<file path="src/rtl/tap_scan_ctrl_if.sv">
// Bus bundle between tap_scan_ctrl and its user: scan handshake, the sample
// returned from the delay line, the tap select, and the lock result.
// Optional manual tap override ports exist when TAPSCAN_MANUAL_EN is defined.
interface tap_scan_ctrl_if #(
    parameter int unsigned TAP_W    = 5,
    parameter int unsigned DATA_W   = 13,
    parameter int unsigned ACC_LOG2 = 4
);
    logic                       start;
    logic signed [DATA_W-1:0]   din;
    logic [TAP_W-1:0]           tap;
    logic                       busy;
    logic                       done;
    logic [TAP_W-1:0]           best_tap;
    logic [DATA_W+ACC_LOG2-1:0] best_metric;
`ifdef TAPSCAN_MANUAL_EN
    logic                       man_en;
    logic [TAP_W-1:0]           man_tap;
`endif

    modport slave (
        input  start,
        input  din,
`ifdef TAPSCAN_MANUAL_EN
        input  man_en,
        input  man_tap,
`endif
        output tap,
        output busy,
        output done,
        output best_tap,
        output best_metric
    );

    modport master (
        output start,
        output din,
`ifdef TAPSCAN_MANUAL_EN
        output man_en,
        output man_tap,
`endif
        input  tap,
        input  busy,
        input  done,
        input  best_tap,
        input  best_metric
    );
endinterface

</file>
<file path="src/rtl/tap_scan_ctrl.sv">
// tap_scan_ctrl: sweeps the delay-line tap select over every value, sums
// |din| over a 2^ACC_LOG2-sample window per tap after a settle period, and
// locks the tap with the largest sum (lowest tap wins ties).
// Optional feature macro: TAPSCAN_MANUAL_EN (manual tap override in IDLE).
module tap_scan_ctrl #(
    parameter int unsigned TAP_W    = 5,
    parameter int unsigned DATA_W   = 13,
    parameter int unsigned SETTLE   = 3,
    parameter int unsigned ACC_LOG2 = 4
) (
    input logic             clk,
    input logic             rst_n,
    tap_scan_ctrl_if.slave  bus
);
    localparam int unsigned MET_W = DATA_W + ACC_LOG2;
    localparam logic [3:0]  SETTLE_LAST = 4'(SETTLE - 1);

    typedef enum logic [2:0] {
        S_IDLE,
        S_SETTLE,
        S_ACCUM,
        S_COMPARE,
        S_LOCK
    } state_t;

    state_t             state_q;
    logic [TAP_W-1:0]   tap_q;
    logic [TAP_W-1:0]   best_tap_q;
    logic [MET_W-1:0]   best_metric_q;
    logic [MET_W-1:0]   acc_q;
    logic [3:0]         settle_q;
    logic [ACC_LOG2-1:0] samp_q;
    logic               busy_q;
    logic               done_q;

    logic [DATA_W:0]    din_ext;
    logic [DATA_W:0]    din_abs;
    logic [MET_W-1:0]   acc_d;

    // Magnitude on DATA_W+1 bits so the most negative sample maps to +2^(DATA_W-1)
    always_comb begin
        din_ext = {bus.din[DATA_W-1], bus.din};
        din_abs = din_ext[DATA_W] ? (~din_ext + 1'b1) : din_ext;
        acc_d   = acc_q + MET_W'(din_abs);
    end

    // Scan sequencer with registered tap, status and result outputs
    always_ff @(posedge clk or negedge rst_n) begin
        if (!rst_n) begin
            state_q       <= S_IDLE;
            tap_q         <= '0;
            best_tap_q    <= '0;
            best_metric_q <= '0;
            acc_q         <= '0;
            settle_q      <= '0;
            samp_q        <= '0;
            busy_q        <= 1'b0;
            done_q        <= 1'b0;
        end else begin
            done_q <= 1'b0;
            unique case (state_q)
                S_IDLE: begin
`ifdef TAPSCAN_MANUAL_EN
                    if (bus.man_en) begin
                        tap_q <= bus.man_tap;
                    end else
`endif
                    if (bus.start) begin
                        state_q       <= S_SETTLE;
                        busy_q        <= 1'b1;
                        tap_q         <= '0;
                        best_tap_q    <= '0;
                        best_metric_q <= '0;
                        acc_q         <= '0;
                        settle_q      <= '0;
                        samp_q        <= '0;
                    end else begin
                        tap_q <= best_tap_q;
                    end
                end
                S_SETTLE: begin
                    if (settle_q == SETTLE_LAST) begin
                        settle_q <= '0;
                        state_q  <= S_ACCUM;
                    end else begin
                        settle_q <= settle_q + 4'd1;
                    end
                end
                S_ACCUM: begin
                    acc_q  <= acc_d;
                    samp_q <= samp_q + 1'b1;
                    if (samp_q == '1) begin
                        state_q <= S_COMPARE;
                    end
                end
                S_COMPARE: begin
                    if (acc_q > best_metric_q) begin
                        best_metric_q <= acc_q;
                        best_tap_q    <= tap_q;
                    end
                    if (tap_q == '1) begin
                        state_q <= S_LOCK;
                    end else begin
                        tap_q    <= tap_q + 1'b1;
                        acc_q    <= '0;
                        settle_q <= '0;
                        state_q  <= S_SETTLE;
                    end
                end
                S_LOCK: begin
                    tap_q   <= best_tap_q;
                    done_q  <= 1'b1;
                    busy_q  <= 1'b0;
                    state_q <= S_IDLE;
                end
                default: begin
                    state_q <= S_IDLE;
                    busy_q  <= 1'b0;
                end
            endcase
        end
    end

    assign bus.tap         = tap_q;
    assign bus.busy        = busy_q;
    assign bus.done        = done_q;
    assign bus.best_tap    = best_tap_q;
    assign bus.best_metric = best_metric_q;

endmodule

</file>
<file path="src/flat_wrapper.sv">
// flat-port wrapper written by rule: the top's interface ports become plain ports
module tap_scan_ctrl_flat 
#(
    parameter int unsigned TAP_W    = 5,
    parameter int unsigned DATA_W   = 13,
    parameter int unsigned SETTLE   = 3,
    parameter int unsigned ACC_LOG2 = 4
)
  (clk, rst_n, bus_start, bus_din, bus_tap, bus_busy, bus_done, bus_best_tap, bus_best_metric);
  tap_scan_ctrl_if #(.TAP_W(TAP_W), .DATA_W(DATA_W), .ACC_LOG2(ACC_LOG2)) bus_i ();
  input logic clk;
  input logic rst_n;
  input wire logic [$bits(bus_i.start)-1:0] bus_start;
  input wire logic [$bits(bus_i.din)-1:0] bus_din;
  output wire logic [$bits(bus_i.tap)-1:0] bus_tap;
  output wire logic [$bits(bus_i.busy)-1:0] bus_busy;
  output wire logic [$bits(bus_i.done)-1:0] bus_done;
  output wire logic [$bits(bus_i.best_tap)-1:0] bus_best_tap;
  output wire logic [$bits(bus_i.best_metric)-1:0] bus_best_metric;
  assign bus_i.start = bus_start;
  assign bus_i.din = bus_din;
  assign bus_tap = bus_i.tap;
  assign bus_busy = bus_i.busy;
  assign bus_done = bus_i.done;
  assign bus_best_tap = bus_i.best_tap;
  assign bus_best_metric = bus_i.best_metric;
  tap_scan_ctrl #(.TAP_W(TAP_W), .DATA_W(DATA_W), .SETTLE(SETTLE), .ACC_LOG2(ACC_LOG2)) u_core (.clk(clk), .rst_n(rst_n), .bus(bus_i));
endmodule
</file>
<file path="config.mk">
export PLATFORM = sky130hd
export DESIGN_NAME = tap_scan_ctrl_flat
export DESIGN_NICKNAME = d
export VERILOG_FILES = /design/src/rtl/tap_scan_ctrl_if.sv /design/src/rtl/tap_scan_ctrl.sv /design/src/flat_wrapper.sv
export SDC_FILE = /design/constraint.sdc
export NUM_CORES = 1
export LEC_CHECK = 0
export ABC_AREA = 1
export BUFFER_PORTS_ARGS = -buffer_cell sky130_fd_sc_hd__clkbuf_2
export CAP_MARGIN = 10
export CORE_MARGIN = 2
export CORE_UTILIZATION = 50
export CTS_CLUSTER_DIAMETER = 200
export DETAILED_ROUTE_END_ITERATION = 6
export HOLD_SLACK_MARGIN = 0.05
export PLACE_DENSITY_LB_ADDON = 0.2
export SLEW_MARGIN = 5
export SYNTH_ARGS = -nofsm -noshare
export SYNTH_HDL_FRONTEND = slang
export SYNTH_SLANG_ARGS = --single-unit
</file>
<file path="constraint.sdc">
create_clock -name clk -period 2.5 [get_ports clk]
set_input_delay 0.25 -clock clk [delete_from_list [all_inputs] [get_ports clk]]
set_output_delay 0.25 -clock clk [all_outputs]
set_load 0.03 [all_outputs]
</file>
==> metrics.txt <==
first-pass GRT wire length=16,200 um; chip height=94.9 um; die area=0.00900 mm^2; post-synthesis sequential area ratio=34.5%; vias=3,793; Non-Filler Instances=735; Initial Util=51.0%; switching pwr=0.00132 W; RSZ-0062 raised after global routing=no; number of I/O pins=45; CP max FO=4; Slew Limit Headroom=50.1%; pwr dens=664 mW/mm^2; synth-to-layout area growth=13.6%; commonest cells after routing, fill and taps aside=nand2_1, inv_1, nor2_1, dfrtp_1, clkbuf_2; Fill cells=802; Syn Inst Count=around 570; fraction of layout cells with a size suffix above 1=14.8%; Pint=0.00179 W; Die Wd=94.9 um; Worst-Skew Late Latency=340 ps; site row count=33; wire per inst=about 13 um; Mapped Nets=621; via-per-instance ratio=just over 5; arrival time worst endpoint=2500 ps; GPL Wtd Cong=0.888; Leakage Power=2.55 nW; Slew @ Worst Pin=around 750 ps; worst clock skew=12.8 ps; HP Class=primary input to asynchronous set/reset pin; Worst Setup Path Type=primary input to flop; Yosys reg bits=57; max frequency=441 MHz; Synth area leader=dfrtp_1; number of port buffers=44; 1st-iter DRT viols=140; vias in the first global route=3,594; Total GRT Usage=22.9%; mapped cell area=0.00413 mm^2; initial antenna violation count=0; H-tree depth=3; switching share of power=42.4%; clk buf depth=2; final hold viol count=0; DP Worst Slack=-88.9 ps; dpl cells=719; CTS sink cnt=57; R2R setup slack=roughly 340 ps; dpl cell area=between 0.004 and 0.005 mm^2; fin. max-slew vios=0; postcts setup bufs=0; fin nets=slightly below 700; top cells by area, synth=dfrtp_1, nand2_1, ha_1; diode count=0; Tcrit/Tclk final=90.7%; Final Core Density=slightly below 60%; largest net degree at the start of global routing=a little under 60; CTS tree=yes; Worst Setup End Kind=flop; CP startpoint kind=primary input; Synth top area share=34.5%; ys flop type=dfrtp_1; reg2reg start=u_core.acc_q[8]$_DFFE_PN0P_; Max Cap Viol=0; WL final=9600 um; FFs w/ async S/R, synth=100%; Final ANT Viol Nets=0; Worst Path Required=2730 ps; CTS clk-pin slew, worst paths=80 ps; Worst VDD drop=0.517 mV; Yosys cell types=between 40 and 50; total gr overflow=0; Root Buffer=clkbuf_8; fin worst setup slack=232 ps; R2R depth=12; Finish-stage setup viols=0; Ys Warns=0; syn_area_per_cell=~7.3 um^2; detailed placement HPWL=7320 um; r2r endpoint=u_core.bus.best_metric[13]$_DFFE_PN0P_; Core ar.=0.00809 mm^2; outcome=finished, final reports clean; commonest non-fill, non-tap cell in the layout=nand2_1; crit path time final=2270 ps; clock network power share=between 20% and 30%; Num CTS Buffers=9; combinational share of power=35.0%; Seq pwr share=39.6%; # DRC=0; drt first pass iters=4; post-route cell area=about 0.0047 mm^2; Post-synth EDFFs=0
[flip-flops by register name, indices dropped and copies added (netlist names)]
register                cells
u_core.bus.done             1
u_core.state_q              3
u_core.bus.best_metric     17
u_core.samp_q               4
u_core.bus.busy             1
u_core.acc_q               17
u_core.bus.tap              5
u_core.bus.best_tap         5
u_core.settle_q             4
[final cells by class]
class | instances | area, um^2 | share of cell area (%)
multi-input cells | 410 | 2300 | 49.0
well taps | 105 | 131 | 2.80
inverters | 90 | 340 | 7.25
flip-flops and latches | 57 | 1430 | 30.4
clock buffers | 9 | 124 | 2.64
clock inverters | 7 | 55.1 | 1.17
repair buffers | 57 | 318 | 6.77
[worst max-delay path, stage by stage]
cell and delay (ps):
clkbuf_2 90, or2_2 320, nor2_1 110, nand2_1 90
nor3_1 150, nor2_1 70, xor2_1 140, ha_1 330
a21oi_1 220, o21ai_0 200, a31oi_1 270, nand3_1 120
nand3_1 90, nand2_1 40
[per-stage QoR]
| step | hold WS (ps) | TNS (ps) | power [W] |
|---|---|---|---|
| final | 41.0 | 0 | 0.00311 |
| after global routing | 126 | 0 | 0.00333 |
| after CTS | 87.5 | 0 | 0.00314 |
| after detailed placement | 450 | -385 | 0.00234 |
| after global placement | 446 | -122 | 0.00231 |
| after floorplan | -45.6 | 0 | 0.00200 |
[synthesized netlist by cell type (2+ instances only)]
cell / instances
a21o_1: 3
a21oi_1: 30
a22oi_1: 3
a31oi_1: 3
buf_2: 3
buf_4: 2
buf_6: 3
clkbuf_1: 2
dfrtp_1: 57
ha_1: 37
inv_1: 86
inv_2: 3
nand2_1: 139
nand2_4: 3
nand3_1: 43
nand4_1: 3
nor2_1: 57
nor2_2: 2
nor2_4: 2
nor3_1: 2
nor4_1: 2
o21ai_0: 32
o21ai_1: 2
o21ai_2: 2
o22ai_1: 11
o31ai_1: 2
o32ai_1: 3
or2_2: 4
xnor2_1: 6
xor2_1: 8
[how the worst max path moves through the flow]
stage,start,to,cells past startpoint
floorplan,bus_din[1],u_core.acc_q[16]$_DFFE_PN0P_,16
global placement,bus_din[0],u_core.acc_q[9]$_DFFE_PN0P_,15
detailed placement,bus_din[0],u_core.acc_q[9]$_DFFE_PN0P_,15
CTS,bus_din[0],u_core.acc_q[15]$_DFFE_PN0P_,16
global route,bus_din[0],u_core.acc_q[15]$_DFFE_PN0P_,16
finish,bus_din[3],u_core.acc_q[14]$_DFFE_PN0P_,14
[routing by layer]
layer  track usage, %  part of all wire (%)
met1             30.9                    47
met2             38.4                    48
met3             2.95                   3.1
met4             6.88                   1.1
met5                0                     0
[kinds of logic (layout without fill, tap and decap cells)]
group	count (synthesis)	count (layout)	share of synthesized area (%)
XOR/XNOR	14	14	2.97
flip-flops	57	57	34.5
adder cells (fa/ha/maj)	38	38	11.7
AO/OA/AOI/OAI	97	97	13.6
buffers and inverters	100	163	9.97
AND/OR/NAND/NOR	260	260	27.1
other	1	1	0.0908
[power groups by stage]
stage | registers (W) | logic (W) | clock network (W)
floorplan | 0.00157 | 0.000427 | 0
global placement | 0.00124 | 0.00107 | 0
detailed placement | 0.00125 | 0.00109 | 0
CTS | 0.00123 | 0.00110 | 0.000803
global route | 0.00126 | 0.00122 | 0.000854
finish | 0.00123 | 0.00109 | 0.000790
[repair_timing]
item                                    CTS  global route
endpoints found under the setup margin    0             6
gates resized for setup                   0             2
hold buffers                              0             0
hold endpoints to repair                  0             0
Power figures use the tool's default switching activity.
